**config.mk**
```make
export PLATFORM = sky130hd
export DESIGN_NAME = regfile_wb_arbiter
export DESIGN_NICKNAME = d
export VERILOG_FILES = /design/src/rtl/rf_pkg.sv /design/src/rtl/rr_arb2.sv /design/src/rtl/regfile_wb_arbiter.sv
export SDC_FILE = /design/constraint.sdc
export NUM_CORES = 1
export LEC_CHECK = 0
export ABC_CLOCK_PERIOD_IN_PS = 2200
export CORE_MARGIN = 3
export CORE_UTILIZATION = 42
export DETAILED_ROUTE_END_ITERATION = 6
export HOLD_SLACK_MARGIN = 0.1
export PLACE_DENSITY_LB_ADDON = 0.3
export RECOVER_POWER = 100
export SYNTH_ARGS = -nofsm -noshare
export SYNTH_HDL_FRONTEND = slang
export SYNTH_SLANG_ARGS = --single-unit
```
**constraint.sdc**
```tcl
create_clock -name clk -period 2.2 [get_ports clk]
set_input_delay 0.44 -clock clk [delete_from_list [all_inputs] [get_ports clk]]
set_output_delay 0.44 -clock clk [all_outputs]
set_load 0.1 [all_outputs]
```
**src/rtl/rf_pkg.sv**
```systemverilog
// Shared definitions for the register-file writeback path.
// Provides the register file geometry, the writeback request bundle,
// the arbiter FSM state encoding and the writeback source identifiers.
package rf_pkg;

  localparam int NUM_REGS = 32;
  localparam int ADDR_W   = 5;
  localparam int DATA_W   = 32;

  typedef struct packed {
    logic              valid;
    logic [ADDR_W-1:0] rd;
    logic [DATA_W-1:0] data;
  } wb_req_t;

  typedef enum logic {CLEAR = 1'b0, RUN = 1'b1} wb_state_t;

  // Source index doubles as the bit position in the arbiter req/gnt vectors.
  typedef enum logic {SRC_ALU = 1'b0, SRC_MEM = 1'b1} wb_src_t;

endpackage

```
**src/rtl/rr_arb2.sv**
```systemverilog
// Two-input round-robin arbiter.
// Ports:
//   clk, rst  clock, synchronous active-high reset
//   en        arbitration enabled; no grants and no state change when low
//   req[1:0]  requests, bit index is a wb_src_t value
//   gnt[1:0]  one-hot (or zero) grant, combinational from req/en/rr_last
// rr_last remembers the winner of the last contested cycle and only moves
// when both inputs request, so each side waits at most one cycle.
module rr_arb2
  import rf_pkg::*;
(
  input  logic       clk,
  input  logic       rst,
  input  logic       en,
  input  logic [1:0] req,
  output logic [1:0] gnt
);

  wb_src_t rr_last;

  always_comb begin
    gnt = 2'b00;
    if (en) begin
      if (&req) begin
        if (rr_last == SRC_ALU) gnt[SRC_MEM] = 1'b1;
        else                    gnt[SRC_ALU] = 1'b1;
      end else begin
        gnt = req;
      end
    end
  end

  always_ff @(posedge clk) begin
    if (rst)
      rr_last <= SRC_ALU;
    else if (en && (&req))
      rr_last <= (rr_last == SRC_ALU) ? SRC_MEM : SRC_ALU;
  end

endmodule

```
**src/rtl/regfile_wb_arbiter.sv**
```systemverilog
// Owner of the register file write port.
// After reset an optional sweep zeroes x1..x(NUM_REGS-1); afterwards ALU and
// load writebacks share the port through a round-robin arbiter. The granted
// request is registered onto rf_* one cycle later.
// Ports:
//   clk, rst                       clock, synchronous active-high reset
//   alu_valid/rd/data, alu_ready   ALU writeback handshake
//   mem_valid/rd/data, mem_ready   load writeback handshake
//   rs1, rs2 -> rs1/rs2_pending    RAW hazard query for decode
//   rf_reg_write, rf_rd, rf_write_data   register file write port
//   busy                           clear sweep in progress
module regfile_wb_arbiter
  import rf_pkg::*;
#(
  parameter int NUM_REGS = rf_pkg::NUM_REGS,
  parameter int ADDR_W   = rf_pkg::ADDR_W,
  parameter int DATA_W   = rf_pkg::DATA_W,
  parameter bit CLEAR_EN = 1'b1
) (
  input  logic              clk,
  input  logic              rst,
  input  logic              alu_valid,
  input  logic [ADDR_W-1:0] alu_rd,
  input  logic [DATA_W-1:0] alu_data,
  output logic              alu_ready,
  input  logic              mem_valid,
  input  logic [ADDR_W-1:0] mem_rd,
  input  logic [DATA_W-1:0] mem_data,
  output logic              mem_ready,
  input  logic [ADDR_W-1:0] rs1,
  input  logic [ADDR_W-1:0] rs2,
  output logic              rs1_pending,
  output logic              rs2_pending,
  output logic              rf_reg_write,
  output logic [ADDR_W-1:0] rf_rd,
  output logic [DATA_W-1:0] rf_write_data,
  output logic              busy
);

  localparam logic [ADDR_W-1:0] LAST_IDX = ADDR_W'(NUM_REGS - 1);

  wb_state_t         state;
  logic [ADDR_W-1:0] clr_idx;
  wb_req_t           alu_req, mem_req, sel;
  logic [1:0]        gnt;
  logic              arb_en;

  assign alu_req = '{valid: alu_valid, rd: alu_rd, data: alu_data};
  assign mem_req = '{valid: mem_valid, rd: mem_rd, data: mem_data};

  // Readies stay low while reset is held so nothing is accepted that the
  // reset edge would then discard.
  assign arb_en = (state == RUN) && !rst;

  rr_arb2 u_arb (
    .clk (clk),
    .rst (rst),
    .en  (arb_en),
    .req ({mem_req.valid, alu_req.valid}),
    .gnt (gnt)
  );

  assign alu_ready = gnt[SRC_ALU];
  assign mem_ready = gnt[SRC_MEM];
  assign sel       = gnt[SRC_MEM] ? mem_req : alu_req;
  assign busy      = (state == CLEAR);

  // Outstanding = already on the write port, or still waiting at either source.
  function automatic logic pend(input logic [ADDR_W-1:0] rs);
    return (rs != '0) &&
           ((rf_reg_write && (rf_rd  == rs)) ||
            (alu_valid    && (alu_rd == rs)) ||
            (mem_valid    && (mem_rd == rs)));
  endfunction

  // During the sweep every register is being rewritten, so stall all reads.
  assign rs1_pending = busy || pend(rs1);
  assign rs2_pending = busy || pend(rs2);

  always_ff @(posedge clk) begin
    if (rst) begin
      state         <= CLEAR_EN ? CLEAR : RUN;
      clr_idx       <= ADDR_W'(1);
      rf_reg_write  <= 1'b0;
      rf_rd         <= '0;
      rf_write_data <= '0;
    end else if (state == CLEAR) begin
      rf_reg_write  <= 1'b1;
      rf_rd         <= clr_idx;
      rf_write_data <= '0;
      clr_idx       <= clr_idx + ADDR_W'(1);
      if (clr_idx == LAST_IDX) state <= RUN;
    end else if (|gnt) begin
      // x0 writes are accepted but never reach the file.
      rf_reg_write  <= (sel.rd != '0);
      rf_rd         <= sel.rd;
      rf_write_data <= sel.data;
    end else begin
      rf_reg_write  <= 1'b0;
    end
  end

endmodule
```
==> impl_metrics.ini <==
[power_and_ir_drop]
irDropWorstVdd_uv = 343
finalPower_w = 0.00178
p_leak_nw = 1.76
p_per_area_nw_per_um2 = 453

[sta]
hold_viol_final = 0
timing.final.ws_setup_ns = -0.0406
relSlewSlack_pct = 62.7
min_period_over_period_pct = 102
layout_min_cycle_time_ns = 2.24
setup_viol_count_final = 2
fin_skew_ns = 0.00508
worst_pin_slew_ns = 0.562
finalMaxSlewViolations = 0
fmax_mhz = 446
rsz0062_at_grt = yes

[drt]
drc = 0
wirelength_microns = 8270
viasPerCell = 5.29
vias = 2765
wl_per_cell_microns = 15.8
drt_first_iter_violations = 148
first_pass_iters = 4
ant_nets = 0

[setup_path]
start_kind = flop
rrSetupSlack_ns = 0.54
critical_path_buf_inv_count = 1
critPathMaxStageDelay_ns = 0.38
critPathLaunch = rf_rd[4]
crit_type = reg2out
crit_path_end_kind = output pin
cp_cell_sequence = xor2_1 -> nor4_1 -> and3_1 -> a31oi_2 -> a21oi_4 -> buf_12
timing.rr.start = state
cp_top_family = simple AND/OR/NAND/NOR gates
required_ns = 1.76
cp_slowest_cell = dfxtp_4
critPathMaxFanout = 4
arrival_ns = 1.80

[synth]
syn_nets = 398
ys_async_sr_fraction_pct = 0
synth.distinct_cells = 28
syn_inst = 308
yosysTopAreaCell = dfxtp_1
yosys-top-cells-area = dfxtp_1 38%, a311oi_1 12%, nand2_1 11%
avgSynthCellArea_sq_um = 7.79
yosys_register_bits = 45
synth_most_common_cell = nand2_1
synth_edf_count = 0
yosysWarningCount = 0
synth_ff_type = dfxtp_1
synthesis.area_sq_um = 2400
synth_common_cells = 72 x nand2_1, 45 x dfxtp_1, 41 x nor2_1
seq_area_frac_synth_pct = 37.5
yosysTopAreaCellShare_pct = 37.5

[status]
violations = negative setup slack
status = finished, violations left

[floorplanning]
die_h_microns = 81.6
num_io_pins = 131
core_area_sq_um = 5300
initial_core_util_pct = 45.3
rows = 26
die-area_sq_um = 6660
die_w_microns = 81.6

[clocking]
clk_pin_slew_ns = 0.09
cts_tree = built
root_buffer = clkbuf_8
numCtsBuffers = 5
clockBufferDepth = 2
cts_hold_repair.buffers = 0
cts_max_level = 2
clk_latency_ns = 0.29
cts.sinks = 45
cts_setup_buffers = 0

[grt]
overflow = 0
grt_util_all_layers_pct = 24.8
grt_pass1_wl_microns = 12900
antenna_found_initial = 0
grt_max_degree = 33
grt_pass1_vias = 2665

[place]
gp_congestion = 1.01
dp_hpwl_microns = 6440
port_buffers = 130
pre_cts_ws_ns = -0.250

[hold_path]
hold_start = clr_idx[3]
hold_class = reg2reg

[finish]
syn2layout_area_growth_pct = 63.9
final_core_util_pct = 74.2
nFillCells = 445
nets = 542
drive_gt1_share_pct = 24.5
diodes = 0

[flow_run]
maxCapViolations = 0
[cell usage in the layout (no fill, tap or decap), drive strengths merged]
master / netlist / final
nand2: 72 / 72
or4: 6 / 6
nor2: 41 / 41
nor3: 2 / 2
o21ai: 6 / 6
clkdlybuf4s15: 0 / 6
nand4: 1 / 1
a311oi: 32 / 32
clkinv: 0 / 2
nand2b: 2 / 2
a21oi: 10 / 10
or2: 1 / 1
xnor2: 7 / 7
nand3: 2 / 2
mux2i: 2 / 2
xor2: 26 / 26
dlymetal6s2s: 0 / 1
nor4: 6 / 6
buf: 13 / 38
a21o: 6 / 6
dfxtp: 45 / 45
a31oi: 4 / 4
ha: 2 / 2
inv: 3 / 3
and3: 4 / 4
clkdlybuf4s50: 0 / 68
dlygate4sd2: 0 / 3
clkbuf: 10 / 50
o22ai: 3 / 3
nor2b: 2 / 2
[final cells by class]
class | instances | area, sq um | area share, %
Multi-Input combinational cell | 237 | 1460 | 37.1
Timing Repair Buffer | 160 | 1360 | 34.6
Sequential cell | 45 | 918 | 23.4
Tap cell | 70 | 87.6 | 2.23
Clock buffer | 6 | 82.6 | 2.10
Clock inverter | 2 | 13.8 | 0.350
Inverter | 3 | 11.3 | 0.286
[registers in the layout, summed over array words and instances, names as in the netlist]
signal	flops
rf_rd	5
rf_reg_write	1
clr_idx	5
u_arb.rr_last	1
state	1
rf_write_data	32
[through the flow]
stage	hold slack (ns)	TNS [ns]	cell area (sq um)	std cells
2_1_floorplan	0.462	0	2450	308
4_1_cts	0.491	0	4010	523
5_1_grt	0.526	-0.180	3930	523
3_5_place_dp	0.488	-1.04	3910	515
3_3_place_gp	0.473	-0.571	3910	515
6_report	0.491	-0.0471	3930	523
[final timing paths]
path                                           to  cells past startpoint
worst min register to register           rf_rd[3]                      2
worst min-delay path                     rf_rd[3]                      2
worst max register to register  rf_write_data[10]                      6
worst max-delay path                  rs1_pending                      6
[what timing repair did]
action,in CTS,in global routing
pin swaps,9,12
resized for setup,25,28
endpoints found under the setup margin,2,3
hold endpoints to repair,0,0
[where the power goes]
part	internal, W	switching (W)
Clock	0.000255	0.000286
Combinational	0.000214	0.000184
Sequential	0.000826	0.0000180
[routing by layer]
metal	GRT usage, %	routed length (microns)
met5	0	0
met4	5.98	128
met3	4.93	623
met2	43.4	4180
met1	31.3	3340
[kinds of logic (layout without fill, tap and decap cells)]
family / Yosys count / in the layout / share of synthesized area, %
AOI/OAI and AO/OA: 61 / 61 / 18.7
xor gates and xnor gates: 33 / 33 / 12.0
adders and majority gates: 2 / 2 / 1.04
buffers and inverters: 26 / 171 / 5.16
DFF: 45 / 45 / 37.5
muxes: 2 / 2 / 0.834
and+or+nand+nor: 139 / 139 / 24.7
[tightest hold or removal path: cells and delay by family, from the launching register on]
| kind | cells | cell delay, ns |
|---|---|---|
| DFF | 1 | 0.33 |
| and+or+nand+nor | 1 | 0.07 |
| AOI/OAI and AO/OA | 1 | 0.06 |
No activity file was read; power rests on OpenSTA's default activity.
